### src/rtl/ntt_pe_sched.sv
// Stage/butterfly scheduler for one radix-2 DIT NTT processing element.
// It walks the N_LOG stages in order. Each stage issues N reads, two per
// butterfly with the odd element first, then waits PE_LAT cycles so the
// pipeline drains before the next stage reads. Write-back is the read stream
// delayed by PE_LAT cycles, so every result goes back to the address it came
// from (in-place).
module ntt_pe_sched #(
  parameter int N_LOG  = 6,
  parameter int PE_LAT = 14,
  localparam int SW    = (N_LOG > 1) ? $clog2(N_LOG) : 1
) (
  input  logic             clk,
  input  logic             reset,
  input  logic             start,
  output logic             busy,
  output logic             done,
  output logic             pe_start,
  output logic             sel_a,
  output logic             sel_b,
  output logic             rd_en,
  output logic [N_LOG-1:0] rd_addr,
  output logic [N_LOG-2:0] tw_addr,
  output logic             wr_en,
  output logic [N_LOG-1:0] wr_addr,
  output logic [SW-1:0]    stage
);

  localparam int KW = N_LOG - 1;
  localparam int DW = $clog2(PE_LAT);

  typedef enum logic [1:0] {
    S_IDLE  = 2'd0,
    S_ISSUE = 2'd1,
    S_DRAIN = 2'd2,
    S_DONE  = 2'd3
  } state_t;

  state_t            state_q, state_d;
  logic [SW-1:0]     stage_q, stage_d;
  logic [N_LOG-1:0]  cnt_q, cnt_d;   // issue cycle: {k, phase}
  logic [DW-1:0]     drn_q, drn_d;   // drain cycle counter

  // Delay line carrying {rd_en, rd_addr, sel_a} to the write port
  logic [PE_LAT-1:0] dl_en_q, dl_en_d;
  logic [PE_LAT-1:0] dl_sel_q, dl_sel_d;
  logic [N_LOG-1:0]  dl_addr_q [PE_LAT];
  logic [N_LOG-1:0]  dl_addr_d [PE_LAT];

  // Butterfly address arithmetic
  logic [KW-1:0]     k_v;
  logic [KW-1:0]     hs_v;
  logic [KW-1:0]     j_v;
  logic [N_LOG-1:0]  k_ext;
  logic [N_LOG-1:0]  half_v;
  logic [N_LOG-1:0]  even_v;
  logic [N_LOG-1:0]  odd_v;
  logic [KW-1:0]     tw_v;
  logic              issue;

  // State register for the FSM and its counters
  always_ff @(posedge clk or posedge reset) begin
    if (reset) begin
      state_q <= S_IDLE;
      stage_q <= '0;
      cnt_q   <= '0;
      drn_q   <= '0;
    end else begin
      state_q <= state_d;
      stage_q <= stage_d;
      cnt_q   <= cnt_d;
      drn_q   <= drn_d;
    end
  end

  // Next-state logic plus the state-decoded status outputs
  always_comb begin
    state_d  = state_q;
    stage_d  = stage_q;
    cnt_d    = cnt_q;
    drn_d    = drn_q;
    busy     = 1'b0;
    done     = 1'b0;
    pe_start = 1'b0;
    issue    = 1'b0;
    case (state_q)
      S_IDLE: begin
        if (start) begin
          state_d = S_ISSUE;
          stage_d = '0;
          cnt_d   = '0;
        end
      end
      S_ISSUE: begin
        busy     = 1'b1;
        pe_start = 1'b1;
        issue    = 1'b1;
        cnt_d    = cnt_q + N_LOG'(1);
        if (cnt_q == {N_LOG{1'b1}}) begin
          state_d = S_DRAIN;
          drn_d   = '0;
          cnt_d   = '0;
        end
      end
      S_DRAIN: begin
        busy     = 1'b1;
        pe_start = 1'b1;
        drn_d    = drn_q + DW'(1);
        if (drn_q == DW'(PE_LAT - 1)) begin
          drn_d = '0;
          cnt_d = '0;
          if (stage_q == SW'(N_LOG - 1)) begin
            state_d = S_DONE;
          end else begin
            stage_d = stage_q + SW'(1);
            state_d = S_ISSUE;
          end
        end
      end
      S_DONE: begin
        busy    = 1'b1;
        done    = 1'b1;
        state_d = S_IDLE;
        stage_d = '0;
      end
      default: state_d = S_IDLE;
    endcase
  end

  // Read/twiddle address generation for butterfly k of the current stage
  always_comb begin
    k_v    = cnt_q[N_LOG-1:1];
    k_ext  = {1'b0, k_v};
    // In the last stage hs_v wraps to 0, so the mask becomes all ones and j = k
    hs_v   = KW'(1) << stage_q;
    j_v    = k_v & (hs_v - KW'(1));
    half_v = N_LOG'(1) << stage_q;
    even_v = (((k_ext >> stage_q) << 1) << stage_q) + {1'b0, j_v};
    odd_v  = even_v + half_v;
    tw_v   = j_v << (SW'(N_LOG - 1) - stage_q);

    rd_en   = issue;
    sel_a   = issue & ~cnt_q[0];
    rd_addr = '0;
    tw_addr = '0;
    if (issue) begin
      rd_addr = cnt_q[0] ? even_v : odd_v;
      tw_addr = tw_v;
    end
    stage = stage_q;
  end

  // Shift the read stream one slot down the write-back delay line
  always_comb begin
    dl_en_d      = {dl_en_q[PE_LAT-2:0], rd_en};
    dl_sel_d     = {dl_sel_q[PE_LAT-2:0], sel_a};
    dl_addr_d[0] = rd_addr;
    for (int i = 1; i < PE_LAT; i++) begin
      dl_addr_d[i] = dl_addr_q[i-1];
    end
  end

  // Delay-line control bits; cleared on reset so no stale write escapes
  always_ff @(posedge clk or posedge reset) begin
    if (reset) begin
      dl_en_q  <= '0;
      dl_sel_q <= '0;
    end else begin
      dl_en_q  <= dl_en_d;
      dl_sel_q <= dl_sel_d;
    end
  end

  genvar gi;
  generate
    for (gi = 0; gi < PE_LAT; gi++) begin : g_dl_addr
      // One address slot of the write-back delay line
      always_ff @(posedge clk or posedge reset) begin
        if (reset) begin
          dl_addr_q[gi] <= '0;
        end else begin
          dl_addr_q[gi] <= dl_addr_d[gi];
        end
      end
    end
  endgenerate

  assign wr_en   = dl_en_q[PE_LAT-1];
  assign sel_b   = dl_sel_q[PE_LAT-1];
  assign wr_addr = dl_addr_q[PE_LAT-1];

endmodule
### config.mk
export PLATFORM = sky130hd
export DESIGN_NAME = ntt_pe_sched
export DESIGN_NICKNAME = d
export VERILOG_FILES = /design/src/rtl/ntt_pe_sched.sv
export SDC_FILE = /design/constraint.sdc
export NUM_CORES = 1
export LEC_CHECK = 0
export ABC_AREA = 1
export CAP_MARGIN = 5
export CORE_MARGIN = 3
export CORE_UTILIZATION = 58
export CTS_CLUSTER_DIAMETER = 60
export DETAILED_ROUTE_END_ITERATION = 8
export PLACE_DENSITY = 0.89
export SLEW_MARGIN = 20
export SYNTH_ARGS = -nofsm -noshare
export SYNTH_HDL_FRONTEND = slang
export SYNTH_SLANG_ARGS = --single-unit
### constraint.sdc
create_clock -name clk -period 5.33 [get_ports clk]
set_clock_uncertainty 0.2 [all_clocks]
set_input_delay 1.3325 -clock clk [delete_from_list [all_inputs] [get_ports clk]]
set_output_delay 1.3325 -clock clk [all_outputs]
set_load 0.005 [all_outputs]
; Yosys cells after proc, flatten, opt, wreduce, memory -nomap -nowiden
; Cells that the tools add are included.
; Widths: inputs -> output; s select.
[classes]
n_eq_ne = 10
n_shift = 5
add_sub_neg = 7
bitwise = 3
mux = 23
n_reduce_logical = 10
[op_table]
columns = operator, n
row1 = $mux 6, 5
row2 = $pmux 6 s3, 1
row3 = $mux 3, 3
row4 = $pmux 3 s3, 1
row5 = $mux 2, 4
row6 = $mux 4, 2
row7 = $ne 2x2->1 const B, 4
row8 = $pmux 2 s4, 1
row9 = $pmux 4 s2, 1
row10 = $add 6x1->6 const B, 1
row11 = $add 6x5->6, 1
row12 = $add 6x6->6, 1
row13 = $eq 6x6->1 const B, 1
row14 = $reduce_and 3->1, 2
row15 = $reduce_bool 3->1, 2
row16 = $shl 1x3->6 const A, 1
row17 = $shl 6x3->6, 1
row18 = $and 5x5->5, 1
row19 = $mux 5, 1
row20 = $shl 1x3->5 const A, 1
row21 = $shl 5x3->5, 1
row22 = $shr 5x3->5, 1
row23 = $sub 5x1->5 const B, 1
row24 = $add 4x1->4 const B, 1
row25 = other kinds (15), 19
[word_totals]
out_inout_bits = 27
elab_cells = 78
regBits = 127

; Longest topological paths before layout
; Gate-level depths: netlist of the first run.
[depth]
ltp_word = 7
mapped_depth = 24
ltp_nobuf = 22

; Worst setup path after synthesis of the first run
; Ideal clock, no wire load.
[synth_timing]
kind = flip-flop to output port
start = reg stage_q[1], in the netlist stage[1]
end = out rd_addr[5]
setup_slack_ps = 479
arrival_time_ps = 3319
path_buffers = 3
path_stages_with_launch = 23
required_time_ps = 3798
cell_sequence = dfrtp_1 -> buf_2 -> inv_1 -> buf_2 -> ha_1 -> nand2_1 -> ha_1 -> nor2_1 -> ha_1 -> inv_1 -> fa_1 -> inv_1 -> ha_1 -> nand2_1 -> nand2_1 -> nand3_1 -> a21oi_1 -> nor2_1 -> nand2_1 -> nand2_1 -> nand2_1 -> nor2_1 -> buf_4
[synth_rtl]
columns = element, line_no
row1 = "start, declared", 39  ; logic [SW-1:0] stage_q, stage_d;
row2 = "start signal, assigned", 69  ; stage_q <= stage_d;
row3 = "end, declared", 21  ; output logic [N_LOG-1:0] rd_addr,

; Worst setup path after layout of the first run
[layout_timing]
start = reg cnt_q[2]
end = out rd_addr[5]
[layout_between]
elab_chain_len = 6
[layout_rtl]
columns = element, line_no
row1 = "start, declared", 40  ; logic [N_LOG-1:0] cnt_q, cnt_d;
row2 = "start signal, assigned", 70  ; cnt_q <= cnt_d;
row3 = $shr 5x3->5, 137  ; even_v = (((k_ext >> stage_q) << 1) << stage_q) + {1'b0, j_v};
row4 = $shl 6x3->6, 137
row5 = $add 6x5->6 (*), 137
row6 = $add 6x6->6, 138  ; odd_v = even_v + half_v;
row7 = $mux 6 (*), 146  ; rd_addr = cnt_q[0] ? even_v : odd_v;
row8 = $mux 6 (*), 145  ; if (issue) begin
; Mark *: on every way between the ends. The rest lies on a longest branch, timed or not.

==> flow_summary.yaml, run 1 <==
synth:
  ys_seq_area_share_pct: 68.9
  synthTopCellsByCount: "dfrtp_1, nand2_1, inv_1, ha_1, o21ai_0"
  ys_ff_latch: 127
  async_flop_share_pct: 100
  synthFlopType: "dfrtp_1"
  synth.avg_cell_area_um2: 12.4
  synth.area.top_cells: "dfrtp_1, ha_1, nand2_1"
  synth-edff-count: 0
  syn_area_mm2: 0.00462
  syn-num-nets: 402
  synth_most_common_cell: "dfrtp_1"
  ys_warn_count: 0
  synth.top_cell.area_share_pct: 68.9
  syn_inst: 373
  synth_area_leader_cell: "dfrtp_1"
  yosys.cell_types.count: 34
detailed_routing:
  drc: 0
  antenna_left: 0
  vias: 2959
  routedWlPerCell_um: 19.0
  drt_iter0_drc: 204
  dr.pass1.iters: 5
  vias_per_cell: 5.48
  routed_wl_um: 10200
timing:
  rsz0062_at_grt: "yes"
  slew_headroom_pct: 48.2
  fmax_mhz: 187
  setup_tns_ns: -0.0261
  post-route-min-period_ns: 5.35
  tightest_slew_ns: 0.777
  worst_slack_ns: -0.0238
  finalHoldViolations: 0
  finalSetupViolations: 2
  period_share_pct: 100
  finalMaxSlewViolations: 0
clock_tree:
  cts.path.max_buffers: 2
  cts_tree: "built"
  ctsRootBufferMaster: "clkbuf_8"
  ctsHoldBuffers: 0
  clk_latency_ns: 0.50
  cts_sinks: 127
  cts.clk_slew.worst_paths_ns: 0.06
  cts-buffers-inserted: 17
  cts_htree_levels: 4
finish:
  drive_gt1_share_pct: 24.5
  design_area_mm2: 0.00590
  layout.nets: 457
  diodes: 0
  syn_to_final_growth_pct: 27.9
floorplan:
  rows: 31
  start_util_pct: 61.7
  core_area_mm2: 0.00749
  pin_count: 30
  die_y_um: 95.2
  die_area_mm2: 0.00906
  die_w_um: 95.2
placed_design:
  pre_cts_slack_ns: 0.124
  place_area_mm2: 0.00501
  io_buffers: 29
  place.gp.congestion: 0.937
  place_hpwl_um: 5280
power:
  p_leak_uw: 0.00294
  switching_share_pct: 32.3
  comb_power_share_pct: 28.8
  clkPwrFrac_pct: 31.6
  seqPwrFrac_pct: 39.6
  power.switching_uw: 1170
  peakVddDrop_mv: 0.334
  internal_power_uw: 2450
  cellPowerDensity_mw_per_mm2: 614
  totalPowerFinal_uw: 3620
setup_path:
  worstPathRequired_ns: 3.80
  worstPathMaxFanout: 5
  critPathSlowestCell: "fa_1"
  path_class: "register to primary output"
  r2r_cells: 23
  max_stage_delay_ns: 0.57
  critPathBufInv: 6
  crit_family: "adder cells"
  crit_chain: "inv_2 -> nand2_1 -> o21ai_0 -> o21ai_2 -> inv_1 -> nand2_2 -> nand3_2 -> inv_2 -> ha_4 -> inv_1 -> fa_1 -> inv_2 -> ha_4 -> nand2_1 -> nand2_2 -> nand3_2 -> a21oi_2 -> nor2_1 -> nand2_1 -> nor2_1 -> nor2_2 -> buf_2"
  crit_path_end_kind: "primary output"
  cp.depth: 22
  cp-start-kind: "register"
  cp.arrival_ns: 3.82
global_route:
  grt_pass1_wl_um: 14600
  gr-total-overflow: 0
  grt_pass1_vias: 3009
  track_usage_pct: 21.9
  antenna_found_initial: 0
  grt_start_max_net_pins: 95
run_status:
  failed_checks: "negative setup slack"
  status: "finished, violations left"
flow_run:
  maxCapViolCount: 0
min_path:
  hold_depth: 0
  holdCritPathClass: "register to register"
-- metal layers --
metal	global-route usage [%]	routed length (um)	vias up
li1	-	-	1304
met1	25.2	3810	1432
met2	37.8	5270	170
met3	6.55	690	53
met4	9.74	459	0
met5	0	0	-
-- through the flow --
| step | cells | hold slack, ns | utilization (%) |
|---|---|---|---|
| 2_1_floorplan | 373 | 0.131 | - |
| 3_3_place_gp | 497 | 0.132 | 66.9 |
| 3_5_place_dp | 497 | 0.135 | 66.9 |
| 4_1_cts | 531 | 0.146 | 75.3 |
| 5_1_grt | 540 | 0.148 | 78.9 |
| 6_report | 540 | 0.144 | 78.9 |
-- cell type report --
type	instances	area, um2
sequential	127	3180
clock buffer	19	432
tap	99	124
fill	400	1580
inverter	44	173
multi-input combinational	190	1370
timing repair buffer	48	457
clock inverter	13	164
-- logic make-up (layout without fill, tap and decap cells) --
group / Yosys count / after routing / share of synthesized area [%]
AO/OA/AOI/OAI: 51 / 51 / 6.32
flip-flops: 127 / 127 / 68.9
XOR/XNOR: 6 / 6 / 1.14
buffers and inverters: 56 / 124 / 5.39
adder cells (fa/ha/maj): 26 / 26 / 7.37
other: 1 / 1 / 0.0812
AND/OR/NAND/NOR: 106 / 106 / 10.8
-- worst paths after layout --
| path | from | to | slack (ns) |
|---|---|---|---|
| max in group asynchronous | reset | dl_addr_d[34]$_DFF_PP0_ | 2.97 |
| min reg2reg | dl_addr_d[68]$_DFF_PP0_ | dl_addr_d[62]$_DFF_PP0_ | 0.14 |
| min in group asynchronous | reset | dl_en_q[12]$_DFF_PP0_ | 1.18 |
| min | dl_addr_d[68]$_DFF_PP0_ | dl_addr_d[62]$_DFF_PP0_ | 0.14 |
| max | cnt_q[2]$_DFFE_PP0P_ | rd_addr[5] | -0.02 |
| max reg2reg | cnt_q[2]$_DFFE_PP0P_ | dl_addr_d[77]$_DFF_PP0_ | 1.71 |
-- power by group through the flow --
stage	Sequential [uW]	Combinational, uW	Clock, uW
after floorplan	1380	540	0
after global placement	1400	779	0
after detailed placement	1430	809	0
after CTS	1440	841	1160
after global routing	1470	1130	1210
final	1440	1040	1150
-- registers in the layout, summed over array words and instances, names as in the netlist --
| signal | cells |
|---|---|
| dl_addr_d | 78 |
| wr_addr | 6 |
| cnt_q | 6 |
| dl_en_q | 14 |
| dl_sel_q | 14 |
| state_q | 2 |
| stage | 3 |
| drn_q | 4 |
-- repair_timing --
| item | in CTS | in global routing |
|---|---|---|
| pin swaps | 5 | 18 |
| setup endpoints to repair | 4 | 4 |
| cloned | 0 | 1 |
| gates resized for setup | 14 | 49 |
| setup buffers | 2 | 8 |
-- cells in the final DEF (no fill, tap or decap), drive strengths merged, types with 4 or more instances in the layout --
master         synthesis  final
a21oi                 13     13
buf                   11     20
clkbuf                 1     20
clkdlybuf4s50          0     26
clkinv                 0      7
dfrtp                127    127
ha                    24     24
inv                   44     45
nand2                 52     52
nand3                 22     22
nand4                  4      4
nor2                  23     23
o21ai                 27     27
o22ai                  6      6
xnor2                  4      4
(Power assumes the default switching activity.)
==> run 2, diff against run 1 <==
DONT_BUFFER_PORTS = 1   (was unset)
PLACE_DENSITY = 0.85   (was 0.89)
SKIP_CTS_REPAIR_TIMING = 1   (was unset)
==> run 2 against run 1 <==
Global-route usage grew 0.39 points. Critical path type unchanged. Die area is the same. First-iteration DRC count shrank 17%. Highest routed layer unchanged. The flow now finishes without violations. Sequential share of layout area grew 4.2 points.
==> flow_summary.yaml, run 2 (synthesized netlist as in run 1, its figures left out) <==
run_status:
  status: "finished, final reports clean"
power:
  totalPowerFinal_uw: 3360
  peakVddDrop_mv: 0.347
  cellPowerDensity_mw_per_mm2: 612
  p_leak_uw: 0.00278
global_route:
  track_usage_pct: 22.3
  gr-total-overflow: 0
  antenna_found_initial: 0
  use_met2_pct: 37.6
  grt_start_max_net_pins: 60
  grt_most_used_layer: "met2"
  gr-usage-met3_pct: 8.21
  grt_pass1_wl_um: 14400
  grt_pass1_vias: 2787
  grt_use_met1_pct: 25.7
clock_tree:
  cts_tree: "built"
  cts-buffers-inserted: 17
  clk_latency_ns: 0.51
  cts.path.max_buffers: 2
  cts_htree_levels: 4
  cts.clk_slew.worst_paths_ns: 0.06
  ctsRootBufferMaster: "clkbuf_8"
  cts_sinks: 127
timing:
  worst_slack_ns: 0.0978
  slew_headroom_pct: 53.9
  finalMaxSlewViolations: 0
  finalSetupViolations: 0
  period_share_pct: 98.2
  finalHoldViolations: 0
  post-route-min-period_ns: 5.23
  fmax_mhz: 191
  tightest_slew_ns: 0.692
detailed_routing:
  antenna_left: 0
  dr.pass1.iters: 5
  drc: 0
  vias: 2765
  vias_per_cell: 5.45
  routedWlPerCell_um: 18.0
  drt_iter0_drc: 169
  routed_wl_um: 9150
setup_path:
  cp-start-kind: "register"
  critPathBufInv: 3
  crit_chain: "buf_6 -> ha_2 -> nand2_2 -> ha_4 -> inv_1 -> nand2_1 -> nand3_4 -> inv_1 -> ha_1 -> a21oi_2 -> o21ai_2 -> xor2_1 -> ha_1 -> a21oi_2 -> a21oi_1 -> nor2_1 -> nand2_1 -> nand2_1 -> nand2_1 -> nor2_2"
  crit_top_cell: "nand2_1"
  crit_path_end_kind: "primary output"
  cp.arrival_ns: 3.70
  ff2ff_setup_slack_ns: 1.86
  r2r_end: "dl_addr_d[77]$_DFF_PP0_"
  worstPathRequired_ns: 3.80
  max_stage_delay_ns: 0.44
  rr_startpoint: "stage[0]$_DFFE_PP0P_"
  critPathSlowestCell: "dfrtp_2"
  r2r_cells: 20
  crit_family: "adder cells"
  path_class: "register to primary output"
  worstPathMaxFanout: 6
min_path:
  holdCritPathClass: "register to register"
  hold_end: "dl_addr_d[59]$_DFF_PP0_"
  min_from: "dl_addr_d[65]$_DFF_PP0_"
  hold_depth: 0
finish:
  drive_gt1_share_pct: 21.3
  largest_reg_flops: 78
  layout_commonest_cell: "dfrtp_1"
  layout.nets: 424
  diodes: 0
  design_area_mm2: 0.00548
  syn_to_final_growth_pct: 18.8
  layout_common_cells: "dfrtp_1, nand2_1, inv_1"
floorplan:
  die_w_um: 95.2
  die_area_mm2: 0.00906
  pin_count: 30
  rows: 31
  die_y_um: 95.2
  start_util_pct: 61.7
  core_area_mm2: 0.00749
placed_design:
  pre_cts_slack_ns: 0.485
  io_buffers: 0
  place.gp.congestion: 0.903
  place_hpwl_um: 5070
  place_area_mm2: 0.00472
flow_run:
  maxCapViolCount: 0
run 2: metal layers:
layer	up-vias	share of wire [%]	routed length (um)
met1	1377	40	3630
met5	-	0	0
met4	0	2.8	255
met3	30	6.4	581
li1	1238	-	-
met2	120	51	4690
run 2: worst reg2reg max path, delay by kind of cell (launching register included):
| kind | cells | cell delay, ns |
|---|---|---|
| buffers and inverters | 3 | 0.25 |
| XOR/XNOR | 1 | 0.27 |
| flip-flops | 1 | 0.44 |
| AND/OR/NAND/NOR | 8 | 0.68 |
| AO/OA/AOI/OAI | 4 | 0.52 |
| adder cells (fa/ha/maj) | 4 | 1.04 |
run 2: where the power goes:
| part | leakage, uW | switching, uW | internal [uW] |
|---|---|---|---|
| registers | 0.00171 | 150 | 1290 |
| logic | 0.000795 | 507 | 274 |
| clock network | 0.000272 | 421 | 715 |
run 2: layout make-up:
class,count,area (um2)
clock inverter,12,160
inverter,44,170
fill,452,2000
clock buffer,20,425
sequential,127,3180
timing repair buffer,15,115
tap,99,124
multi-input combinational,190,1310
run 2: how the worst max path moves through the flow:
stage,from,end,slack (ns),cells after the start
after floorplan,reset,cnt_q[0]$_DFFE_PP0P_,0.41,1
after global placement,stage[0]$_DFFE_PP0P_,rd_addr[4],0.53,17
after detailed placement,stage[0]$_DFFE_PP0P_,rd_addr[4],0.49,17
after CTS,stage[0]$_DFFE_PP0P_,rd_addr[4],-0.08,17
after global routing,stage[0]$_DFFE_PP0P_,rd_addr[5],-0.11,20
final,stage[0]$_DFFE_PP0P_,rd_addr[5],0.1,20
run 2: through the flow:
stage	utilization (%)	setup TNS, ns	cells	hold slack (ns)
floorplan	-	0	373	0.131
global placement	63.0	0	468	0.131
detailed placement	63.0	0	468	0.135
CTS	70.9	-0.112	500	0.147
global route	73.3	-0.122	507	0.152
finish	73.3	0	507	0.147
==> run 3, diff against run 2 <==
ABC_CLOCK_PERIOD_IN_PS = 5330   (was unset)
==> results of run 3 <==
Same layout as run 2: the final DEF is identical, and so are final timing and power.
